**src/rtl/gmii_pkg.sv**
```systemverilog
// gmii_pkg: GMII framing constants and TX state encoding shared by the TX framer and RX checker
package gmii_pkg;
  localparam logic [7:0]  GMII_PREAMBLE  = 8'h55;
  localparam logic [7:0]  GMII_SFD       = 8'hD5;
  localparam logic [31:0] CRC32_POLY_REF = 32'hEDB88320;
  localparam logic [31:0] CRC32_INIT     = 32'hFFFFFFFF;
  typedef enum logic [2:0] {IDLE, PREAMBLE, SFD, DATA, PAD, FCS, IFG} tx_state_t;
endpackage

```
**src/rtl/crc32_d8.sv**
```systemverilog
// crc32_d8: one-byte step of the reflected Ethernet CRC-32, LSB of the byte first
module crc32_d8
  import gmii_pkg::*;
(
  input  logic [31:0] i_crc,
  input  logic [7:0]  i_data,
  output logic [31:0] o_crc
);
  always_comb begin
    o_crc = i_crc ^ {24'h0, i_data};
    for (int i = 0; i < 8; i++) o_crc = (o_crc >> 1) ^ (o_crc[0] ? CRC32_POLY_REF : 32'h0);
  end
endmodule

```
**src/rtl/gmii_tx_framer.sv**
```systemverilog
// gmii_tx_framer: wraps a valid/ready byte stream into a padded, FCS-terminated GMII frame
// Outputs are registered from the current state, so TXD trails the state by one cycle.
module gmii_tx_framer
  import gmii_pkg::*;
#(
  parameter int MIN_FRAME = 60,
  parameter int IFG_BYTES = 12
) (
  input  logic        i_tclk,
  input  logic        i_arstn,
  input  logic [7:0]  i_s_data,
  input  logic        i_s_valid,
  input  logic        i_s_last,
  output logic        o_s_ready,
  output logic [7:0]  o_txd,
  output logic        o_txen,
  output logic        o_txer,
  output logic        o_busy,
  output logic [15:0] o_frame_cnt,
  output logic [15:0] o_underrun_cnt
);
  localparam logic [10:0] MIN_LEN = 11'(MIN_FRAME);
  localparam logic [10:0] IFG_LEN = 11'(IFG_BYTES);
  tx_state_t   r_state, w_state;
  logic [1:0]  r_sync;
  logic [10:0] r_cnt, w_cnt, w_cnt_inc;
  logic [31:0] r_crc, w_crc, w_crc_upd;
  logic [7:0]  w_txd, w_crc_byte;
  logic        w_txen, w_txer, w_frame_inc;
  crc32_d8 u_crc (.i_crc(r_crc), .i_data(w_crc_byte), .o_crc(w_crc_upd));
  assign w_crc_byte = (r_state == PAD) ? 8'h00 : i_s_data;
  assign w_cnt_inc  = &r_cnt ? r_cnt : r_cnt + 11'd1;
  assign o_s_ready  = r_state == DATA;
  assign o_busy     = r_state != IDLE;
  always_ff @(posedge i_tclk or negedge i_arstn) begin
    if (!i_arstn) begin
      r_sync         <= 2'b00;
      r_state        <= IDLE;
      r_cnt          <= '0;
      r_crc          <= CRC32_INIT;
      o_txd          <= 8'h00;
      o_txen         <= 1'b0;
      o_txer         <= 1'b0;
      o_frame_cnt    <= '0;
      o_underrun_cnt <= '0;
    end else begin
      r_sync  <= {r_sync[0], 1'b1};
      r_state <= w_state;
      r_cnt   <= w_cnt;
      r_crc   <= w_crc;
      o_txd   <= w_txd;
      o_txen  <= w_txen;
      o_txer  <= w_txer;
      if (w_frame_inc) o_frame_cnt <= o_frame_cnt + 16'd1;
      // counted as the error byte leaves, i.e. alongside the first TXEN-low cycle
      if (o_txer) o_underrun_cnt <= o_underrun_cnt + 16'd1;
    end
  end
  always_comb begin
    w_state     = r_state;
    w_cnt       = w_cnt_inc;
    w_crc       = r_crc;
    w_txd       = 8'h00;
    w_txen      = 1'b1;
    w_txer      = 1'b0;
    w_frame_inc = 1'b0;
    case (r_state)
      IDLE: begin
        w_txen  = i_s_valid && r_sync[1];
        w_txd   = w_txen ? GMII_PREAMBLE : 8'h00;
        w_state = w_txen ? PREAMBLE : IDLE;
        w_cnt   = '0;
        w_crc   = CRC32_INIT;
      end
      PREAMBLE: begin
        w_txd   = GMII_PREAMBLE;
        w_state = (r_cnt == 11'd5) ? SFD : PREAMBLE;
      end
      SFD: begin
        w_txd   = GMII_SFD;
        w_state = DATA;
        w_cnt   = '0;
      end
      DATA: begin
        w_txer = !i_s_valid;
        w_txd  = i_s_valid ? i_s_data : 8'h00;
        w_crc  = i_s_valid ? w_crc_upd : r_crc;
        if (!i_s_valid) begin
          w_state = IFG;
          w_cnt   = '0;
        end else if (i_s_last) begin
          w_state = (w_cnt_inc < MIN_LEN) ? PAD : FCS;
          w_cnt   = (w_cnt_inc < MIN_LEN) ? w_cnt_inc : '0;
        end
      end
      PAD: begin
        w_crc   = w_crc_upd;
        w_state = (w_cnt_inc == MIN_LEN) ? FCS : PAD;
        w_cnt   = (w_cnt_inc == MIN_LEN) ? '0 : w_cnt_inc;
      end
      FCS: begin
        w_txd       = ~r_crc[7:0];
        w_crc       = {8'h00, r_crc[31:8]};
        w_frame_inc = r_cnt == 11'd3;
        w_state     = w_frame_inc ? IFG : FCS;
        w_cnt       = w_frame_inc ? '0 : w_cnt_inc;
      end
      IFG: begin
        w_txen  = 1'b0;
        w_state = (r_cnt == IFG_LEN) ? IDLE : IFG;
      end
      default: begin
        w_txen  = 1'b0;
        w_state = IDLE;
      end
    endcase
  end
endmodule

```
**config.mk**
```make
export PLATFORM = sky130hd
export DESIGN_NAME = gmii_tx_framer
export DESIGN_NICKNAME = d
export VERILOG_FILES = /design/src/rtl/gmii_pkg.sv /design/src/rtl/crc32_d8.sv /design/src/rtl/gmii_tx_framer.sv
export SDC_FILE = /design/constraint.sdc
export NUM_CORES = 1
export LEC_CHECK = 0
export BUFFER_PORTS_ARGS = -buffer_cell sky130_fd_sc_hd__buf_2
export CORE_MARGIN = 1.5
export CORE_UTILIZATION = 40
export DETAILED_ROUTE_END_ITERATION = 8
export PLACE_DENSITY = 0.61
export SYNTH_ARGS = -nofsm -noshare
export SYNTH_HDL_FRONTEND = slang
export SYNTH_SLANG_ARGS = --single-unit
```
**constraint.sdc**
```tcl
create_clock -name i_tclk -period 2.11 [get_ports i_tclk]
set_input_delay 0.211 -clock i_tclk [delete_from_list [all_inputs] [get_ports i_tclk]]
set_output_delay 0.211 -clock i_tclk [all_outputs]
set_load 0.005 [all_outputs]
```
Yosys cells after proc, flatten, opt, wreduce, memory -nomap -nowiden
Index checks and enable logic that the tools add are counted.

Input port bits: 12. Flip-flop bits (word level): 90. Output and inout bits: 44. Logic and storage cells: 77.

$lt $le $gt $ge: 1. Multiplexer cells: 33. Bitwise gates (word level): 10. Eq/ne operators: 12. Add/subtract/negate cells: 3. Reduce and logical (&&, ||, !) cells: 9.

Operator list (count): 32-bit 2-to-1 mux (9); 31-bit by 32-bit bitwise XOR with 32-bit output (8); 32-bit one-hot mux with 4 select lines (1); 11-bit 2-to-1 mux (6); 11-bit one-hot mux with 4 select lines (1); 8-bit one-hot mux with 5 select lines (1); 16-bit by 1-bit adder with 16-bit output, second input constant (2); 32-bit by 8-bit bitwise XOR with 32-bit output (1); 3-bit one-hot mux with 7 select lines (1); 8-bit 2-to-1 mux (2); 11-bit by 1-bit adder with 11-bit output, second input constant (1); 11-bit by 2-bit equality test with 1-bit output, second input constant (1); 11-bit by 3-bit equality test with 1-bit output, second input constant (1); 11-bit by 4-bit equality test with 1-bit output, second input constant (1); 11-bit by 6-bit equality test with 1-bit output, second input constant (1); 11-bit by 6-bit < comparator with 1-bit output, second input constant (1); 11-bit AND reduction (1); 3-bit equality test, second input constant (3); 3-bit 2-to-1 mux (3); 8-bit inverter (1); 7-bit 2-to-1 mux (1); 3-bit by 2-bit equality test with 1-bit output, second input constant (2); 1-bit 2-to-1 mux (5); 5-bit OR reduction (1); 12 further kinds (13).

Logic depth before layout (Yosys ltp)
Gate-level depths: netlist (run 1).

Depth after elaboration: 21. Mapped depth: 9. Mapped depth without buffers: 8.

By module
Synthesis (run 1) repeated with hierarchy kept, for this count alone.

Cell total of the unflattened synthesis: 576. Area, all modules: 5572.8 sq um.

Modules (own cells, without submodules): gmii_tx_framer (times used 1, cells an instance 506, seq. area each 2292.2 sq um, area each 4759.6 sq um); crc32_d8 (times used 1, cells an instance 70, seq. area each 0.0 sq um, area each 813.3 sq um).

Worst setup path after synthesis (run 1)
No wires, ideal clock.

Path type: flip-flop to flip-flop. Start point: reg r_cnt[0]. End point: reg r_cnt[2]. Stages on the path, launching flop included: 9. Setup slack: -0.123 ns. Library setup time: 0.136 ns. Clock period less this slack: 2.233 ns. Path buffers: 0. Required time: 1.974 ns. Data arrival time: 2.097 ns. Cell sequence: dfrtp_1 ha_1 nand2b_1 a21oi_1 o311ai_0 a2111oi_1 a21oi_1 nor3_2 nor3_1.

Word-level cells in the longest chain between the ends: 7. Elaborated cells on any way between the ends: 12. Those cells by class: add/sub (1); order compare (1); eq/ne (2); mux (7); reduce/logical (1).

Ends and longest elaborated chain: start, declared (RTL line gmii_tx_framer.sv:26) `logic [10:0] r_cnt, w_cnt, w_cnt_inc;`; start signal, assigned (RTL line gmii_tx_framer.sv:49) `r_cnt <= w_cnt;`; 11-bit by 1-bit adder with 11-bit output or 11-bit AND reduction (tied branches) (RTL line gmii_tx_framer.sv:32) `assign w_cnt_inc = &r_cnt ? r_cnt : r_cnt + 11'd1;`; 11-bit 2-to-1 mux (RTL line gmii_tx_framer.sv:32); 11-bit by 6-bit < comparator with 1-bit output (RTL line gmii_tx_framer.sv:93) `w_cnt = (w_cnt_inc < MIN_LEN) ? w_cnt_inc : '0;`; 11-bit 2-to-1 mux (RTL line gmii_tx_framer.sv:93); 11-bit 2-to-1 mux (RTL line gmii_tx_framer.sv:91) `end else if (i_s_last) begin`; 11-bit 2-to-1 mux (RTL line gmii_tx_framer.sv:88) `if (!i_s_valid) begin`; 11-bit one-hot mux with 4 select lines (*) (RTL line gmii_tx_framer.sv:67) `case (r_state)`; named net w_cnt[2] (RTL line gmii_tx_framer.sv:26).

The timed path passes the listed nets; every way through them passes the cells marked *. A chain may end at the register's enable or synchronous reset.

Final worst setup path (run 1)
Start point: reg r_state[0]. End point: reg r_crc[7].

Word-level cells in the longest chain between the ends: 15. Elaborated cells on any way between the ends: 22. Those cells by class: eq/ne (4); mux (6); bitwise (9); reduce/logical (3).

Ends and longest elaborated chain: start, declared (RTL line gmii_tx_framer.sv:24) `tx_state_t r_state, w_state;`; start signal, assigned (RTL line gmii_tx_framer.sv:48) `r_state <= w_state;`; 3-bit equality test (RTL line gmii_tx_framer.sv:31, gmii_tx_framer.sv:67); 8-bit 2-to-1 mux (RTL line gmii_tx_framer.sv:31) `assign w_crc_byte = (r_state == PAD) ? 8'h00 : i_s_data;`; 32-bit by 8-bit bitwise XOR with 32-bit output (RTL line crc32_d8.sv:10) `o_crc = i_crc ^ {24'h0, i_data};`; 32-bit 2-to-1 mux (RTL line crc32_d8.sv:11) `for (int i = 0; i < 8; i++) o_crc = (o_crc >> 1) ^ (o_crc[0] ? CRC32_POLY_REF : 32'h0);`; 31-bit by 32-bit bitwise XOR with 32-bit output (6 in series) (RTL line crc32_d8.sv:11); 32-bit 2-to-1 mux (RTL line crc32_d8.sv:11); 31-bit by 32-bit bitwise XOR with 32-bit output (2 in series) (RTL line crc32_d8.sv:11); 32-bit 2-to-1 mux (RTL line gmii_tx_framer.sv:87) `w_crc = i_s_valid ? w_crc_upd : r_crc;`; 32-bit one-hot mux with 4 select lines (RTL line gmii_tx_framer.sv:67); end signal, assigned (RTL line gmii_tx_framer.sv:50) `r_crc <= w_crc;`; end, declared (RTL line gmii_tx_framer.sv:27) `logic [31:0] r_crc, w_crc, w_crc_upd;`.

Several ways; a longest one is shown, not always the timed one. The select of a mux whose other input is x is not followed.

==> impl_metrics.json, run 1 <==
{
  "synthFlopType": "dfrtp_1",
  "rsz0062_at_grt": "true",
  "layout.cells.most_common": "buf_4",
  "post_drt_via_cell_ratio": 5.320,
  "fp.coreArea_sq_um": 13140,
  "crit_start": "r_state[0]$_DFFE_PN0P_",
  "critical_path.slowest_cell": "dfrtp_1",
  "dpl_cell_area_sq_um": 6422,
  "hold_start": "i_s_valid",
  "critPathCaptureType": "register",
  "r2r_cells": 10,
  "slew_viol_final": 0,
  "fin_ws_ns": -0.09751,
  "irDropWorstVdd_mv": 1.071,
  "vias": 4745,
  "met1_usage_pct": 29.77,
  "diodes": 0,
  "whs_endpoint": "o_txer$_DFF_PN0_",
  "multiInputGateArea_sq_um": 3258,
  "synth_edf_count": 0,
  "final.period_utilization_pct": 104.6,
  "detail-route-antenna-nets": 0,
  "area_delta_synth_final_pct": 35.20,
  "root_buffer": "clkbuf_16",
  "violations": "setup timing",
  "die_h_microns": 118.6,
  "required_ns": 2.39,
  "ys_ff_latch": 90,
  "grt_pass1_vias": 4551,
  "crit_fanout": 7,
  "slowest_delay_ns": 0.41,
  "most-common-layout-cells": "90 x buf_4, 65 x nor2_1, 55 x dfrtp_1, 54 x nand2_1, 54 x buf_2",
  "post_drt_wl_per_cell_microns": 16.46,
  "grt.met2_usage_pct": 33.18,
  "fmax_mhz": 453.0,
  "avgSynthCellArea_sq_um": 9.308,
  "power.density_nw_per_um2": 1843,
  "totalWireLength_mm": 14.68,
  "start_util_pct": 40.67,
  "fin_worst_skew_ns": 0.005268,
  "arrival_ns": 2.48,
  "drtIter0Drc": 245,
  "clk_latency_ns": 0.35,
  "clockBufferDepth": 2,
  "use_met3_pct": 3.089,
  "crit_family": "buffers and inverters",
  "hold_viol_final": 0,
  "ff_latch_area_sq_um": 2296,
  "r2r-start": "r_state[0]$_DFFE_PN0P_",
  "rows": 42,
  "dieArea_sq_um": 14060,
  "io_buffers": 55,
  "drt_first_pass_iters": 5,
  "post_layout_nonfiller_instances": 892,
  "top_usage_layer": "met2",
  "yosysSeqAreaShare_pct": 42.90,
  "setup_viol": 7,
  "synth_top_area_share_pct": 27.17,
  "worstReg2RegEnd": "r_crc[7]$_DFFE_PN1P_",
  "synth_nets": 591,
  "min_period_ns": 2.208,
  "yosys.area.top_type": "dfrtp_1",
  "synth_cells": 574,
  "antenna_found_initial": 0,
  "dp_cells": 861,
  "gp_congestion": 0.9088,
  "track_usage_pct": 21.30,
  "drcViolationCount": 0,
  "cts_tree": "yes",
  "htreeDepth": 3,
  "critPathKind": "reg -> reg",
  "min_path_type": "in -> reg",
  "pin_count": 56,
  "synth_cell_types": 62,
  "final_nets": 729,
  "numCtsBuffers": 9,
  "grt_pass1_wl_mm": 23.83,
  "whs_path_depth": 2,
  "synth_warnings": 0,
  "fillers": 1177,
  "cap_violations": 0,
  "regToRegSetupSlack_ns": -0.1,
  "fin_area_sq_um": 7223,
  "synth.area.top_cells": "dfrtp_1 27%, dfstp_2 16%, xnor2_1 11%, nor2_1 5.1%, xor2_1 4.6%",
  "synth_area_sq_um": 5343,
  "start_kind": "register",
  "path_buf_inv": 3,
  "drive_gt1_share_pct": 38.55,
  "grt-ovfl-total": 0,
  "cts_sinks": 90,
  "hold_slack_ns": 0.1315,
  "die_w_microns": 118.6,
  "outcome": "finished, violations left",
  "clk_pin_slew_ns": 0.06,
  "cp_cell_sequence": "nor3b_2 -> buf_6 -> nor2_1 -> xnor2_2 -> buf_4 -> buf_4 -> xor2_2 -> o21ai_1 -> a221oi_2 -> nor2_1",
  "grt_max_degree": 43,
  "dp_hpwl_mm": 10.45,
  "p_leak_nw": 3.193,
  "async_flop_share_pct": 100.0
}
[per-layer routing]
metal / wire (microns) / vias up
met1: 6804 / 2345
met5: 0 / -
met2: 6956 / 120
met3: 532 / 29
li1: - / 2251
met4: 386 / 0
[cell families (layout without fill, tap and decap cells)]
logic type | Yosys count | in the layout | synth area share (%)
fa+ha+maj | 5 | 5 | 1.171
mux | 4 | 4 | 0.8430
flops | 90 | 90 | 42.90
compound gates | 114 | 114 | 13.47
other cells | 1 | 1 | 0.07019
xor+xnor | 103 | 103 | 19.16
simple gates | 219 | 219 | 19.34
buf+inv | 38 | 180 | 3.045
[where the power goes]
part	switching [mW]	internal [mW]
logic	4.33	4.49
registers	0.459	2.42
clock network	0.672	0.939
[timing repair]
action	in CTS	in global routing
hold endpoints to repair	26	0
resized for setup	18	59
endpoints found under the setup margin	19	39
buffers inserted	4	13
hold buffers	1	0
pin swaps	6	27
[cell type report]
type,count,area share [%]
multi-input combinational,446,45.11
clock buffer,10,3.309
clock inverter,5,0.7622
inverter,7,0.3638
sequential,90,31.79
timing repair buffer,158,15.62
tap,176,3.049
[synth_stat cells, types with 4 or more instances]
| library cell | number |
|---|---|
| a21oi_1 | 33 |
| a221oi_1 | 6 |
| a31oi_1 | 9 |
| and3_1 | 10 |
| buf_2 | 7 |
| clkbuf_1 | 19 |
| dfrtp_1 | 58 |
| dfstp_2 | 32 |
| ha_1 | 5 |
| inv_1 | 7 |
| nand2_1 | 55 |
| nand3_1 | 15 |
| nand3b_1 | 4 |
| nand4_1 | 12 |
| nor2_1 | 73 |
| nor2b_1 | 7 |
| nor3_1 | 25 |
| o211ai_1 | 5 |
| o21ai_0 | 31 |
| o31ai_1 | 6 |
| xnor2_1 | 65 |
| xor2_1 | 28 |
[flip-flops by register name, indices dropped and copies added (netlist names)]
signal,cells
r_crc,32
o_frame_cnt,16
o_underrun_cnt,16
r_cnt,11
o_txd,8
r_state,3
r_sync,2
o_txen,1
o_txer,1
[how the worst max path moves through the flow]
stage	end	slack [ns]	cells after the start
2_1_floorplan	r_cnt[2]$_DFF_PN0_	0.0002	7
3_3_place_gp	r_crc[7]$_DFFE_PN1P_	-0.03	7
3_5_place_dp	r_crc[7]$_DFFE_PN1P_	-0.06	7
4_1_cts	r_crc[5]$_DFFE_PN1P_	-0.01	10
5_1_grt	r_crc[7]$_DFFE_PN1P_	-0.19	10
6_report	r_crc[7]$_DFFE_PN1P_	-0.1	10
[worst register-to-register path: stages, from the launching register on]
cell and delay [ns]:
dfrtp_1 0.41, nor3b_2 0.26, buf_6 0.18, nor2_1 0.08
xnor2_2 0.13, buf_4 0.16, buf_4 0.16, xor2_2 0.25
o21ai_1 0.11, a221oi_2 0.31, nor2_1 0.08
[through the flow]
stage               util, %   TNS, ns  power, mW  worst slack, ns
global route          54.98    -2.208      14.13          -0.1868
global placement      48.89   -0.1091      9.952         -0.02923
CTS                   52.18  -0.04077      12.02         -0.01143
floorplan                 -         0      7.333        0.0002089
detailed placement    48.89   -0.3076      10.03         -0.05900
finish                54.98   -0.2557      13.31         -0.09751
Power figures use the tool's default switching activity.
==> run 2: changes to the inputs <==
Settings changed: CORE_ASPECT_RATIO from default to 0.7.
==> run 2 against run 1 <==
  * Setup slack worse by 0.0083 ns
  * Clock power up 4%
  * Global-route usage up 0.21 points
  * Largest cell class unchanged
  * Non-clock buffer count up 4
  * Worst hold slack better by 0.025 ns
  * Critical path depth down 3
  * Register-to-register slack about the same
  * Sequential power about the same
  * Total power down 0.42%
  * Flip-flop and latch count unchanged
  * Via count up 0.80%
  * Cell area up 1.8%
  * The run still ends with setup timing left
==> impl_metrics.json, run 2 (synthesis gave the netlist of run 1 again) <==
{
  "outcome": "finished, violations left",
  "violations": "setup timing",
  "dpl_cell_area_sq_um": 6407,
  "combPwrFrac_pct": 65.5,
  "setup_viol": 8,
  "start_util_pct": 40.80,
  "critPathCaptureType": "register",
  "fillers": 1136,
  "fmax_mhz": 451.3,
  "most-common-layout-cells": "93 x buf_4, 63 x nor2_1, 56 x xnor2_1, 54 x buf_2, 53 x dfrtp_1",
  "slew_viol_final": 0,
  "htreeDepth": 3,
  "layout.cells.most_common": "buf_4",
  "vias": 4783,
  "required_ns": 2.38,
  "clk_latency_ns": 0.34,
  "internal-power_mw": 7.645,
  "totalWireLength_mm": 15.21,
  "drcViolationCount": 0,
  "grt-ovfl-total": 0,
  "p_sw_mw": 5.609,
  "arrival_ns": 2.48,
  "track_usage_pct": 21.52,
  "dieArea_sq_um": 14070,
  "power_mw": 13.25,
  "largest_reg_flops": 32,
  "cts_sinks": 90,
  "irDropWorstVdd_mv": 0.9274,
  "dp_cells": 849,
  "rows": 35,
  "dp_slack_ns": -0.1889,
  "slew_headroom_pct": 64.54,
  "regMostFlops": "r_crc",
  "drtIter0Drc": 402,
  "antenna_found_initial": 0,
  "p_sw_share_pct": 42.32,
  "grt_max_degree": 39,
  "fin_area_sq_um": 7356,
  "rsz0062_at_grt": "true",
  "root_buffer": "clkbuf_16",
  "final_nets": 733,
  "power.density_nw_per_um2": 1802,
  "min_period_ns": 2.216,
  "drt_first_pass_iters": 5,
  "clk_pin_slew_ns": 0.07,
  "die_w_microns": 141.1,
  "min_path_type": "in -> reg",
  "gp_congestion": 0.9059,
  "detail-route-antenna-nets": 0,
  "clockBufferDepth": 2,
  "p_leak_nw": 3.233,
  "crit_fanout": 4,
  "die_h_microns": 99.70,
  "grt_pass1_vias": 4563,
  "post_drt_wl_per_cell_microns": 17.15,
  "setup_tns_ns": -0.4406,
  "numCtsBuffers": 9,
  "pwr-share-clk_pct": 12.7,
  "critPathKind": "reg -> reg",
  "post_drt_via_cell_ratio": 5.392,
  "pin_count": 56,
  "grt_pass1_wl_mm": 23.67,
  "cap_violations": 0,
  "io_buffers": 55,
  "regToRegSetupSlack_ns": -0.11,
  "post_layout_nonfiller_instances": 887,
  "fin_worst_skew_ns": 0.005651,
  "dp_hpwl_mm": 10.67,
  "area_delta_synth_final_pct": 37.68,
  "cts_tree": "yes",
  "hold_viol_final": 0,
  "fp.coreArea_sq_um": 13090,
  "worstMarginPinSlew_ns": 0.5319,
  "drive_gt1_share_pct": 41.61,
  "top_regs": "r_crc (32), o_frame_cnt (16), o_underrun_cnt (16)",
  "diodes": 0,
  "start_kind": "register",
  "final.period_utilization_pct": 105.0,
  "fin_ws_ns": -0.1058,
  "seqPwrFrac_pct": 21.8
}
==> run 2: changes by cell type in the layout (fill, tap and decap cells not counted), sizes merged <==
cell    previous run  this run
clkinv             3         1
buf              157       160
inv                7        11
==> run 2: final timing paths <==
path / cells past startpoint / start / end
max in group asynchronous: 3 / i_arstn / r_crc[11]$_DFFE_PN1P_
setup reg to reg: 7 / r_state[0]$_DFFE_PN0P_ / r_crc[16]$_DFFE_PN1P_
min in group asynchronous: 2 / i_arstn / o_underrun_cnt[15]$_DFFE_PN0P_
setup / recovery: 7 / r_state[0]$_DFFE_PN0P_ / r_crc[16]$_DFFE_PN1P_
hold reg to reg: 0 / r_sync[0]$_DFF_PN0_ / r_sync[1]$_DFF_PN0_
hold / removal: 2 / i_s_valid / o_txer$_DFF_PN0_
==> run 2: through the flow <==
stage               hold slack, ns  util [%]
floorplan                 -0.08459         -
global placement            0.2217     48.93
detailed placement          0.2354     48.93
CTS                         0.1405     52.18
global route                0.1485     56.18
finish                      0.1567     56.18
==> run 2: critical path, cell delays in order, from the launching register on <==
cell	delay [ns]
dfrtp_1	0.40
or3b_4	0.44
nand2_4	0.11
xor2_4	0.18
xnor3_1	0.45
xnor2_1	0.15
a221oi_2	0.30
a21oi_1	0.10
==> run 2: layout make-up <==
type / instances / area (sq um) / area share (%)
Inverter: 7 / 26.28 / 0.3572
Timing Repair Buffer: 162 / 1194 / 16.23
Clock buffer: 9 / 225.2 / 3.062
Multi-Input combinational cell: 446 / 3322 / 45.16
Tap cell: 166 / 207.7 / 2.824
Clock inverter: 7 / 82.58 / 1.123
Sequential cell: 90 / 2298 / 31.25
==> run 2: power groups by stage <==
stage	Sequential, mW	Combinational (mW)	Clock, mW
2_1_floorplan	2.76	4.57	0
3_3_place_gp	2.86	6.90	0
3_5_place_dp	2.87	7.03	0
4_1_cts	2.85	7.20	1.72
5_1_grt	2.96	9.28	1.79
6_report	2.89	8.68	1.68
==> run 2: layer usage <==
metal	routed length [microns]	part of all wire [%]	GRT usage (%)	vias to the layer above
met5	0	0	0	-
met4	177	1.2	5.529	0
met3	896	5.9	3.900	20
met2	6799	45	32.73	157
met1	7338	48	31.62	2345
li1	-	-	-	2261
==> run 2: what timing repair did <==
item	CTS	global route
cloned	0	1
resized for setup	19	78
pin swaps	2	50
endpoints found under the setup margin	19	32
setup buffers	2	19
endpoints found under the hold margin	23	0
hold buffers	1	0
==> run 3: changes to the inputs <==
Settings changed: CORE_MARGIN 1.5 to 2.
Clock period 2.11 ns to 1.8 ns, I/O delays scaled along.
==> run 3 against run 2 <==
  * The flow still finishes with violations (setup timing)
  * Setup slack got worse by 0.32 ns
  * Routed wire length increased by 24%
  * Register-to-register slack got worse by 0.32 ns
  * Combinational power increased by 60%
  * Maximum frequency decreased by 0.61%
  * Final cell count increased by 8.5%
  * Sequential share of layout area decreased by 4.7 points
  * Largest power group unchanged
  * Highest routed layer unchanged
==> impl_metrics.json, run 3 (synthesis gave the netlist of run 1 again) <==
{
  "outcome": "finished, violations left",
  "violations": "setup timing",
  "drcViolationCount": 0,
  "post_drt_via_cell_ratio": 5.610,
  "setup_tns_ns": -13.52,
  "drt_first_pass_iters": 5,
  "min_period_ns": 2.229,
  "drtIter0Drc": 403,
  "detail-route-antenna-nets": 0,
  "cts_tree": "yes",
  "irDropWorstVdd_mv": 1.428,
  "most-common-layout-cells": "124 x buf_4, 53 x buf_2, 51 x nor2_1, 51 x xnor2_1, 51 x buf_6",
  "fp.coreArea_sq_um": 13090,
  "dpl_cell_area_sq_um": 6828,
  "pin_count": 56,
  "critical_path.slowest_cell": "or3b_4",
  "fin_worst_skew_ns": 0.007594,
  "p_sw_share_pct": 42.74,
  "io_buffers": 55,
  "combPwrFrac_pct": 71.8,
  "area_delta_synth_final_pct": 62.30,
  "dieArea_sq_um": 14310,
  "grt-ovfl-total": 0,
  "diodes": 0,
  "grt_pass1_vias": 5086,
  "gp_congestion": 0.8842,
  "critPathCaptureType": "register",
  "grt_pass1_wl_mm": 27.01,
  "crit_family": "XOR/XNOR gates",
  "dp_cells": 882,
  "rsz0062_at_grt": "true",
  "slew_viol_final": 0,
  "regToRegSetupSlack_ns": -0.43,
  "clk_pin_slew_ns": 0.07,
  "rows": 35,
  "antenna_found_initial": 0,
  "start_kind": "register",
  "fillers": 928,
  "cap_violations": 0,
  "p_leak_nw": 3.818,
  "grt_max_degree": 91,
  "fin_ws_ns": -0.4293,
  "top_regs": "r_crc (32), o_frame_cnt (16), o_underrun_cnt (16)",
  "start_util_pct": 40.80,
  "seqPwrFrac_pct": 17.8,
  "drive_gt1_share_pct": 56.28,
  "post_drt_wl_per_cell_microns": 19.58,
  "largest_reg_flops": 32,
  "internal-power_mw": 11.10,
  "cts_sinks": 90,
  "fin_area_sq_um": 8671,
  "pwr-share-clk_pct": 10.3,
  "clk_latency_ns": 0.36,
  "totalWireLength_mm": 18.84,
  "hold_viol_final": 0,
  "power.density_nw_per_um2": 2236,
  "required_ns": 2.08,
  "crit_fanout": 5,
  "setup_viol": 58,
  "power_mw": 19.39,
  "clockBufferDepth": 2,
  "multiInputGateArea_sq_um": 3885,
  "grt.met2_usage_pct": 37.16,
  "post_layout_nonfiller_instances": 962,
  "dp_slack_ns": -0.4190,
  "numCtsBuffers": 9,
  "use_met3_pct": 7.268,
  "die_w_microns": 142.1,
  "cp_cell_sequence": "or3b_4 -> nand2_4 -> xor2_4 -> xnor3_1 -> xnor2_1 -> a221oi_2 -> a21oi_1",
  "track_usage_pct": 24.62,
  "fmax_mhz": 448.6,
  "htreeDepth": 3,
  "final.period_utilization_pct": 123.9,
  "path_buf_inv": 0,
  "vias": 5397,
  "dp_hpwl_mm": 10.97,
  "layout.cells.most_common": "buf_4",
  "arrival_ns": 2.51,
  "ff_latch_area_sq_um": 2303,
  "met1_usage_pct": 34.77,
  "utilization_pct": 66.22,
  "p_sw_mw": 8.285,
  "min_path_type": "in -> reg",
  "die_h_microns": 100.7,
  "critPathKind": "reg -> reg",
  "top_usage_layer": "met2",
  "final_nets": 808,
  "hold_slack_ns": 0.1503,
  "regMostFlops": "r_crc",
  "root_buffer": "clkbuf_16",
  "slowest_delay_ns": 0.48
}
-- run 3: cell types whose count changed in the layout (fill, tap and decap cells not counted), sizes merged --
cell / delta
buf: +74
clkbuf: +2
inv: -2
clkinvlp: +1
-- run 3: worst reg2reg max path: cells and delay by family, from the launching register on --
kind / cells / cell delay, ns
compound gates: 2 / 0.35
simple gates: 2 / 0.60
xor+xnor: 3 / 0.78
flops: 1 / 0.43
-- run 3: power by group through the flow --
stage / Sequential [mW] / Combinational (mW) / Clock [mW]
finish: 3.46 / 13.9 / 2.00
global route: 3.53 / 14.6 / 2.10
CTS: 3.38 / 11.6 / 2.01
detailed placement: 3.36 / 8.97 / 0
global placement: 3.34 / 8.85 / 0
floorplan: 3.26 / 5.57 / 0
-- run 3: worst paths after layout --
path	from	endpoint	cells after the start
setup / recovery	r_state[1]$_DFFE_PN0P_	r_crc[16]$_DFFE_PN1P_	7
hold / removal	i_s_valid	o_txer$_DFF_PN0_	2
setup reg to reg	r_state[1]$_DFFE_PN0P_	r_crc[16]$_DFFE_PN1P_	7
hold reg to reg	r_sync[0]$_DFF_PN0_	r_sync[1]$_DFF_PN0_	0
max in group asynchronous	i_arstn	r_cnt[1]$_DFF_PN0_	3
min in group asynchronous	i_arstn	o_frame_cnt[10]$_DFFE_PN0P_	3
-- run 3: what timing repair did --
| action | in CTS | in global routing |
|---|---|---|
| resized for setup | 129 | 102 |
| hold endpoints to repair | 58 | 0 |
| gates cloned | 1 | 1 |
| buffers inserted | 42 | 29 |
| hold buffers | 1 | 0 |
| pin swaps | 69 | 69 |
| setup endpoints to repair | 55 | 64 |
-- run 3: area by class of cell --
type | instances | area share (%)
Timing Repair Buffer | 237 | 22.38
Tap cell | 166 | 2.395
Inverter | 7 | 0.3608
Clock buffer | 10 | 2.641
Sequential cell | 90 | 26.57
Multi-Input combinational cell | 446 | 44.81
Clock inverter | 6 | 0.8514
-- run 3: metal layers --
layer | vias up | share of wire, %
met3 | 40 | 7.9
met1 | 2670 | 44
met5 | - | 0
met4 | 0 | 2.3
met2 | 258 | 46
li1 | 2429 | -
